### config.mk
export PLATFORM = sky130hd
export DESIGN_NAME = decode2_issue_queue
export DESIGN_NICKNAME = d
export VERILOG_FILES = /design/src/rtl/decode2_issue_queue.sv
export SDC_FILE = /design/constraint.sdc
export NUM_CORES = 1
export LEC_CHECK = 0
export CORE_UTILIZATION = 41
export CTS_BUF_LIST = sky130_fd_sc_hd__clkbuf_4 sky130_fd_sc_hd__clkbuf_8
export DETAILED_ROUTE_END_ITERATION = 6
export SETUP_SLACK_MARGIN = 0.2
export SLEW_MARGIN = 40
export SYNTH_ARGS = -nofsm -noshare
export SYNTH_HDL_FRONTEND = slang
export SYNTH_SLANG_ARGS = --single-unit
export TNS_END_PERCENT = 20
### constraint.sdc
create_clock -name clk -period 7.3 [get_ports clk]
set_input_delay 0.73 -clock clk [delete_from_list [all_inputs] [get_ports clk]]
set_output_delay 0.73 -clock clk [all_outputs]
set_load 0.01 [all_outputs]
### src/rtl/decode2_issue_queue.sv
// Issue queue between decode stage 2 and address generation: a circular buffer of
// decoded bundles with a precomputed sequential next EIP per entry.
module decode2_issue_queue #(
  parameter int unsigned PAYLOAD_W = 128,
  parameter int unsigned DEPTH     = 4,
  parameter int unsigned EIP_W     = 32,
  parameter int unsigned LEN_W     = 4
) (
  input  logic                         clk,
  input  logic                         reset,
  input  logic                         flush,
  input  logic                         in_valid,
  output logic                         in_ready,
  input  logic [PAYLOAD_W-1:0]         in_payload,
  input  logic [EIP_W-1:0]             in_eip,
  input  logic [15:0]                  in_cs,
  input  logic [LEN_W-1:0]             in_len,
  output logic                         out_valid,
  input  logic                         out_ready,
  output logic [PAYLOAD_W-1:0]         out_payload,
  output logic [EIP_W-1:0]             out_eip,
  output logic [EIP_W-1:0]             out_next_eip,
  output logic [15:0]                  out_cs,
  output logic [$clog2(DEPTH+1)-1:0]   count,
  output logic                         len_err
);

  localparam int unsigned PTR_W = $clog2(DEPTH);
  localparam int unsigned CNT_W = $clog2(DEPTH + 1);
  localparam logic [CNT_W-1:0] FULL_CNT = CNT_W'(DEPTH);

  logic [PAYLOAD_W-1:0] payload_mem  [DEPTH];
  logic [EIP_W-1:0]     eip_mem      [DEPTH];
  logic [EIP_W-1:0]     next_eip_mem [DEPTH];
  logic [15:0]          cs_mem       [DEPTH];

  logic [PTR_W-1:0] wr_ptr_q, wr_ptr_d;
  logic [PTR_W-1:0] rd_ptr_q, rd_ptr_d;
  logic [CNT_W-1:0] count_q, count_d;
  logic             len_err_q, len_err_d;
  logic             push, pop;
  logic [EIP_W-1:0] in_next_eip;

  assign in_ready  = (count_q != FULL_CNT);
  assign out_valid = (count_q != '0);
  assign push      = in_valid && in_ready && !flush;
  assign pop       = out_valid && out_ready && !flush;

  assign in_next_eip = in_eip + {{(EIP_W-LEN_W){1'b0}}, in_len};

  // Flush wins over any push or pop in the same cycle; len_err survives it.
  always_comb begin
    wr_ptr_d  = wr_ptr_q;
    rd_ptr_d  = rd_ptr_q;
    count_d   = count_q;
    len_err_d = len_err_q;
    if (flush) begin
      wr_ptr_d = '0;
      rd_ptr_d = '0;
      count_d  = '0;
    end else begin
      if (push) wr_ptr_d = wr_ptr_q + PTR_W'(1);
      if (pop)  rd_ptr_d = rd_ptr_q + PTR_W'(1);
      if (push && !pop)      count_d = count_q + CNT_W'(1);
      else if (pop && !push) count_d = count_q - CNT_W'(1);
    end
    if (push && (in_len == '0)) len_err_d = 1'b1;
  end

  always_ff @(posedge clk or negedge reset) begin
    if (!reset) begin
      wr_ptr_q  <= '0;
      rd_ptr_q  <= '0;
      count_q   <= '0;
      len_err_q <= 1'b0;
    end else begin
      wr_ptr_q  <= wr_ptr_d;
      rd_ptr_q  <= rd_ptr_d;
      count_q   <= count_d;
      len_err_q <= len_err_d;
    end
  end

  // Storage carries no reset; entries are only observable once counted valid.
  always_ff @(posedge clk) begin
    if (push) begin
      payload_mem[wr_ptr_q]  <= in_payload;
      eip_mem[wr_ptr_q]      <= in_eip;
      next_eip_mem[wr_ptr_q] <= in_next_eip;
      cs_mem[wr_ptr_q]       <= in_cs;
    end
  end

  assign out_payload  = payload_mem[rd_ptr_q];
  assign out_eip      = eip_mem[rd_ptr_q];
  assign out_next_eip = next_eip_mem[rd_ptr_q];
  assign out_cs       = cs_mem[rd_ptr_q];
  assign count        = count_q;
  assign len_err      = len_err_q;

endmodule
==> results of run 1 <==
[sequential cells by signal, summed over array words and instances (netlist names)]
name          count
count             3
next_eip_mem    128
rd_ptr_q          2
eip_mem         128
wr_ptr_q          2
payload_mem     512
len_err           1
cs_mem           64
[logic make-up after synthesis]
family,after synthesis,share of synthesized area
muxes,210,0.151
buffers and inverters,67,0.00893
AOI/OAI and AO/OA,20,0.00449
and+or+nand+nor,84,0.0156
adders and majority gates,10,0.00449
xor gates and xnor gates,34,0.00953
DFF,840,0.806
[metal layers]
metal	up-vias	wire [um]	GRT usage
li1	6425	-	-
met1	7688	26700	0.223
met2	440	32600	0.273
met3	120	4780	0.0574
met4	12	1410	0.0569
met5	-	75	0
[per-stage QoR]
step / total power (W) / instances
final: 0.0113 / 2830
after global routing: 0.0117 / 2830
after CTS: 0.0115 / 2828
after detailed placement: 0.00758 / 2594
after global placement: 0.00755 / 2591
after floorplan: 0.00665 / 1265
[final cells by class]
type,instances,area (sq um),share of cell area
Sequential cell,840,25200,0.644
Multi-Input combinational cell,358,5800,0.148
Timing Repair Buffer,418,4300,0.110
Clock buffer,179,2250,0.0575
Tap cell,969,1210,0.0310
Clock inverter,55,340,0.00870
Inverter,11,41.3,0.00105
[path summary, 6_finish.rpt]
path | startpoint | end | slack (ns) | depth (start not counted)
worst max-delay path | rd_ptr_q[1]$_DFFE_PN0P_ | out_payload[58] | 3.23 | 4
worst min-delay path | reset | count[1]$_DFFE_PN0P_ | 0.27 | 1
worst max register to register | count[2]$_DFFE_PN0P_ | payload_mem[2][70]$_DFFE_PP_ | 4.14 | 6
worst min register to register | len_err$_DFFE_PN0P_ | len_err$_DFFE_PN0P_ | 0.53 | 1
max in group asynchronous | reset | rd_ptr_q[1]$_DFFE_PN0P_ | 6.66 | 1
min in group clk | len_err$_DFFE_PN0P_ | len_err$_DFFE_PN0P_ | 0.53 | 1
[critical path, stage by stage (launching register included)]
cell             delay, ns
dfrtp_4               0.68
buf_12                0.27
buf_4                 0.61
mux4_2                0.44
clkdlybuf4s50_1       0.55
[power by group through the flow]
stage	Combinational, W	Clock (W)	Sequential, W
4_1_cts	0.00191	0.00397	0.00558
5_1_grt	0.00198	0.00417	0.00560
3_5_place_dp	0.00189	0	0.00568
6_report	0.00186	0.00384	0.00558
2_1_floorplan	0.000947	0	0.00570
3_3_place_gp	0.00187	0	0.00568
[cell usage in the layout, fill, tap and decap left out, types with 5 or more instances in the layout]
master           instances
edfxtp_1               832
clkdlybuf4s50_1        398
mux4_2                 208
clkbuf_8               145
clkbuf_4                34
clkinv_1                31
xnor2_1                 20
nand2_1                 16
xor2_1                  14
nor2_1                  13
inv_1                   11
clkinv_2                11
buf_12                  11
nand3_1                  8
nand4_1                  8
ha_1                     8
nor3_1                   7
dfrtp_1                  6
buf_4                    5
==> flow_metrics.env, run 1 <==
export IMPL_status="finished clean"
export IMPL_fin_ws_ns=3.23
export IMPL_finalCriticalPeriod_ns=4.07
export IMPL_placementRows=100
export IMPL_dp_slack_ns=3.38
export IMPL_final_util=0.522
export IMPL_ys_seq_area_frac=0.806
export IMPL_drc_errors=0
export IMPL_clock_sinks=840
export IMPL_htreeDepth=4
export IMPL_design_area_sq_mm=0.0391
export IMPL_start_util=0.417
export IMPL_p_clk_frac=0.341
export IMPL_grt_pass1_wl_mm=98.5
export IMPL_cp_required_ns=6.57
export IMPL_clockBufferDepth=3
export IMPL_yosysTopAreaCell="edfxtp_1"
export IMPL_synthTopCellsByCount="edfxtp_1 (832), mux4_2 (208), clkbuf_1 (25)"
export IMPL_holdBufCountCts=0
export IMPL_crit_type="reg -> out"
export IMPL_p_switching_w=0.00267
export IMPL_holdWs_ns=0.275
export IMPL_grt_max_degree=115
export IMPL_portBuffers=398
export IMPL_hold_viol_final=0
export IMPL_synth_flop_cell="edfxtp_1"
export IMPL_yosysMostFrequentCell="edfxtp_1"
export IMPL_vdd_drop_max_mv=0.168
export IMPL_place_gp_congestion=0.728
export IMPL_worstPathArrival_ns=3.34
export IMPL_wl_per_cell_um=23.2
export IMPL_startpoint_type="flop"
export IMPL_rsz0062_at_grt="false"
export IMPL_clk_latency_ns=0.76
export IMPL_setup_tns_ns=0
export IMPL_pwr_share_comb=0.165
export IMPL_syn_avg_cell_area_sq_um=24.7
export IMPL_routed_wl_mm=65.5
export IMPL_skew_ns=0.0521
export IMPL_path_max_fanout=46
export IMPL_leakagePower_nw=12.2
export IMPL_drtIter0Drc=790
export IMPL_p_seq_frac=0.495
export IMPL_synth_cell_types=46
export IMPL_synth_top_area_share=0.800
export IMPL_via_count=14685
export IMPL_ys_warn_count=0
export IMPL_power_density_mw_per_mm2=288
export IMPL_synth_nets=1460
export IMPL_cts_made_buffers=140
export IMPL_synth_area_sq_mm=0.0312
export IMPL_first_pass_iters=5
export IMPL_cap_violations=0
export IMPL_grt_overflow_total=0
export IMPL_diodes=0
export IMPL_synthCells=1265
export IMPL_fmax_mhz=246
export IMPL_hold_class="in -> async"
export IMPL_ys_top_cells_by_area="edfxtp_1 (80%), mux4_2 (15%), dfrtp_1 (0.64%), xnor2_1 (0.56%), xor2_1 (0.39%)"
export IMPL_grt_antenna_before_repair=6
export IMPL_dpl_hpwl_mm=38.8
export IMPL_fp_coreArea_sq_mm=0.0749
export IMPL_period_share=0.558
export IMPL_die_y_um=278
export IMPL_synth_edf_count=832
export IMPL_slew_violations=0
export IMPL_fillers=5859
export IMPL_p_sw_frac=0.236
export IMPL_dieArea_sq_mm=0.0773
export IMPL_via_per_inst=5.19
export IMPL_internal_power_w=0.00862
export IMPL_tightest_slew_ns=0.902
export IMPL_grt_usage=0.172
export IMPL_root_buffer="clkbuf_8"
export IMPL_io_pins=399
export IMPL_post_cts_buffers=0
export IMPL_cp_end_kind="output port"
export IMPL_area_delta_synth_final_pct=25.3
export IMPL_cts_tree="built"
export IMPL_maxSlewHeadroom=0.399
export IMPL_num_nets_final=1964
export IMPL_async_flop_share=0.00952
export IMPL_ant_nets=0
export IMPL_grt_pass1_vias=15613
export IMPL_post_dp_cell_area_sq_mm=0.0365
export IMPL_die_w_um=278
export IMPL_cts_resized=0
export IMPL_drive_gt1_frac=0.240
export IMPL_setup_viol=0
export IMPL_cts_clk_slew_worst_paths_ns=0.06
export IMPL_yosys_register_bits=840
Note: power is estimated with default switching activity, not from simulation.
==> inputs of run 2 (changes only) <==
==> constraint.sdc (replaced) <==
create_clock -name clk -period 3.8 [get_ports clk]
set_input_delay 0.38 -clock clk [delete_from_list [all_inputs] [get_ports clk]]
set_output_delay 0.38 -clock clk [all_outputs]
set_load 0.01 [all_outputs]
==> run 2 against run 1 <==
  * Cell count is 1.6% higher
  * Combinational power rose by 98%
  * Global-route usage is 0.75 points higher
  * Count of clock-buffer cells in the layout is 3 higher
  * Die area unchanged
  * Utilization grew 0.56 points
  * Clock skew fell by 0.019 ns
  * Via count is 1.6% higher
  * Final area increased by 1.1%
  * Sequential share of layout area shrank 0.68 points
  * Hold slack got worse by 0.024 ns
  * Critical endpoint is now out_next_eip[10]
==> flow_metrics.env, run 2 (same netlist as run 1, synthesis figures left out) <==
export IMPL_status="finished clean"
export IMPL_top_regs="payload_mem (512), eip_mem (128), next_eip_mem (128)"
export IMPL_p_sw_frac=0.241
export IMPL_finalCriticalPeriod_ns=3.42
export IMPL_vdd_drop_max_mv=0.350
export IMPL_clock_sinks=840
export IMPL_wl_per_cell_um=23.8
export IMPL_internal_power_w=0.0165
export IMPL_grt_pass1_vias=16251
export IMPL_htreeDepth=4
export IMPL_critPathBufInv=3
export IMPL_maxSlewHeadroom=0.454
export IMPL_die_y_um=278
export IMPL_largest_register="payload_mem"
export IMPL_crit_type="reg -> out"
export IMPL_post_cts_buffers=0
export IMPL_skew_ns=0.0329
export IMPL_clk_latency_ns=0.76
export IMPL_crit_top_cell="buf_12"
export IMPL_root_buffer="clkbuf_8"
export IMPL_power_density_mw_per_mm2=550
export IMPL_rsz0062_at_grt="true"
export IMPL_final_common_cell="edfxtp_1"
export IMPL_drtIter0Drc=885
export IMPL_fin_ws_ns=0.381
export IMPL_path_cells="buf_12 > buf_12 > mux4_2 > clkdlybuf4s50_1"
export IMPL_grt_max_degree=71
export IMPL_die_w_um=278
export IMPL_area_delta_synth_final_pct=26.6
export IMPL_io_pins=399
export IMPL_largest_reg_flops=512
export IMPL_portBuffers=398
export IMPL_hold_class="in -> reg"
export IMPL_layout_common_cells="edfxtp_1 (832), clkdlybuf4s50_1 (398), mux4_2 (208)"
export IMPL_dp_cells=2631
export IMPL_slew_violations=0
export IMPL_startpoint_type="flop"
export IMPL_ant_nets=0
export IMPL_place_gp_congestion=0.751
export IMPL_routed_wl_mm=68.4
export IMPL_tightest_slew_ns=0.814
export IMPL_hold_viol_final=0
export IMPL_dieArea_sq_mm=0.0773
export IMPL_dpl_hpwl_mm=42.1
export IMPL_cts_clk_slew_worst_paths_ns=0.06
export IMPL_grt_antenna_before_repair=4
export IMPL_crit_slowest_cell="clkdlybuf4s50_1"
export IMPL_grt_pass1_wl_mm=102
export IMPL_via_count=14915
export IMPL_fmax_mhz=293
export IMPL_fp_coreArea_sq_mm=0.0749
export IMPL_cp_required_ns=3.42
export IMPL_cts_tree="built"
export IMPL_cpPeakStageDelay_ns=0.58
export IMPL_stdcell_count=2875
export IMPL_placementRows=100
export IMPL_grt_overflow_total=0
export IMPL_cap_violations=0
export IMPL_setup_viol=0
export IMPL_drive_gt1_frac=0.254
export IMPL_crit_family="buffers and inverters"
export IMPL_period_share=0.900
export IMPL_via_per_inst=5.19
export IMPL_worstPathArrival_ns=3.04
export IMPL_num_nets_final=2002
export IMPL_p_switching_w=0.00525
export IMPL_grt_usage=0.180
export IMPL_leakagePower_nw=12.5
export IMPL_drc_errors=0
export IMPL_dp_slack_ns=0.805
export IMPL_path_max_fanout=25
export IMPL_cp_end_kind="output port"
export IMPL_p_seq_frac=0.493
export IMPL_clockBufferDepth=3
export IMPL_first_pass_iters=4
export IMPL_cts_made_buffers=142
export IMPL_p_clk_frac=0.338
export IMPL_start_util=0.417
export IMPL_pwr_share_comb=0.169
==> run 2: routing by layer <==
| metal | global-route usage | wire length [um] | up-vias |
|---|---|---|---|
| li1 | - | - | 6522 |
| met1 | 0.224 | 27800 | 7840 |
| met2 | 0.299 | 35000 | 440 |
| met3 | 0.0526 | 4090 | 109 |
| met4 | 0.0636 | 1530 | 4 |
| met5 | 0 | 27 | - |
==> run 2: final cells by class <==
cell class	instances	area, sq um
timing repair buffer	454	4750
inverter	11	41.3
sequential	840	25200
multi-input combinational	358	5790
tap	969	1210
fill	5874	35400
clock buffer	182	2270
antenna	2	5.00
clock inverter	59	304
==> run 2: timing repair <==
| action | 4_1_cts | 5_1_grt |
|---|---|---|
| resized for setup | 0 | 1 |
| endpoints found under the setup margin | 0 | 9 |
| hold endpoints to repair | 8 | 0 |
| hold buffers | 1 | 0 |
==> run 2: power groups by stage <==
stage / Combinational [W] / Clock, W / Sequential (W)
global placement: 0.00374 / 0 / 0.0109
global route: 0.00391 / 0.00799 / 0.0108
finish: 0.00368 / 0.00735 / 0.0107
detailed placement: 0.00375 / 0 / 0.0109
floorplan: 0.00182 / 0 / 0.0109
CTS: 0.00378 / 0.00761 / 0.0107
==> run 2: worst paths after layout <==
check,from,end,cells after the start,slack [ns]
min reg2reg,len_err$_DFFE_PN0P_,len_err$_DFFE_PN0P_,1,0.48
max reg2reg,count[2]$_DFFE_PN0P_,payload_mem[0][13]$_DFFE_PP_,6,1.26
max in group asynchronous,reset,rd_ptr_q[1]$_DFFE_PN0P_,2,3.01
min,in_payload[96],payload_mem[3][96]$_DFFE_PP_,1,0.25
max,rd_ptr_q[0]$_DFFE_PN0P_,out_next_eip[10],4,0.38
min in group asynchronous,reset,count[0]$_DFFE_PN0P_,2,0.45
==> run 2: through the flow <==
step | setup TNS [ns] | utilization | instance area, sq um | total power (W) | hold WS (ns)
floorplan | -329.90 | - | 31200 | 0.0127 | 0.0844
global placement | 0 | 0.493 | 37000 | 0.0147 | 0.455
detailed placement | 0 | 0.493 | 37000 | 0.0147 | 0.449
CTS | 0 | 0.528 | 39500 | 0.0221 | 0.171
global route | 0 | 0.528 | 39600 | 0.0227 | 0.201
finish | 0 | 0.528 | 39600 | 0.0218 | 0.250
==> run 2: worst reg2reg max path, stage by stage (launching register included) <==
cell and delay [ns]:
dfrtp_1 0.50, or3b_1 0.27, nand2_1 0.13, nor2_1 0.29
and2_4 0.47, buf_12 0.30, buf_4 0.27
==> inputs of run 3 (changes only) <==
--- a/config.mk
+++ b/config.mk
@@ -8,6 +8,7 @@
 export CORE_UTILIZATION = 41
 export CTS_BUF_LIST = sky130_fd_sc_hd__clkbuf_4 sky130_fd_sc_hd__clkbuf_8
 export DETAILED_ROUTE_END_ITERATION = 6
+export HOLD_SLACK_MARGIN = 0.08
 export SETUP_SLACK_MARGIN = 0.2
 export SLEW_MARGIN = 40
 export SYNTH_ARGS = -nofsm -noshare
==> results of run 3 <==
Same layout as run 2: the final DEF is identical, and so are final timing and power.
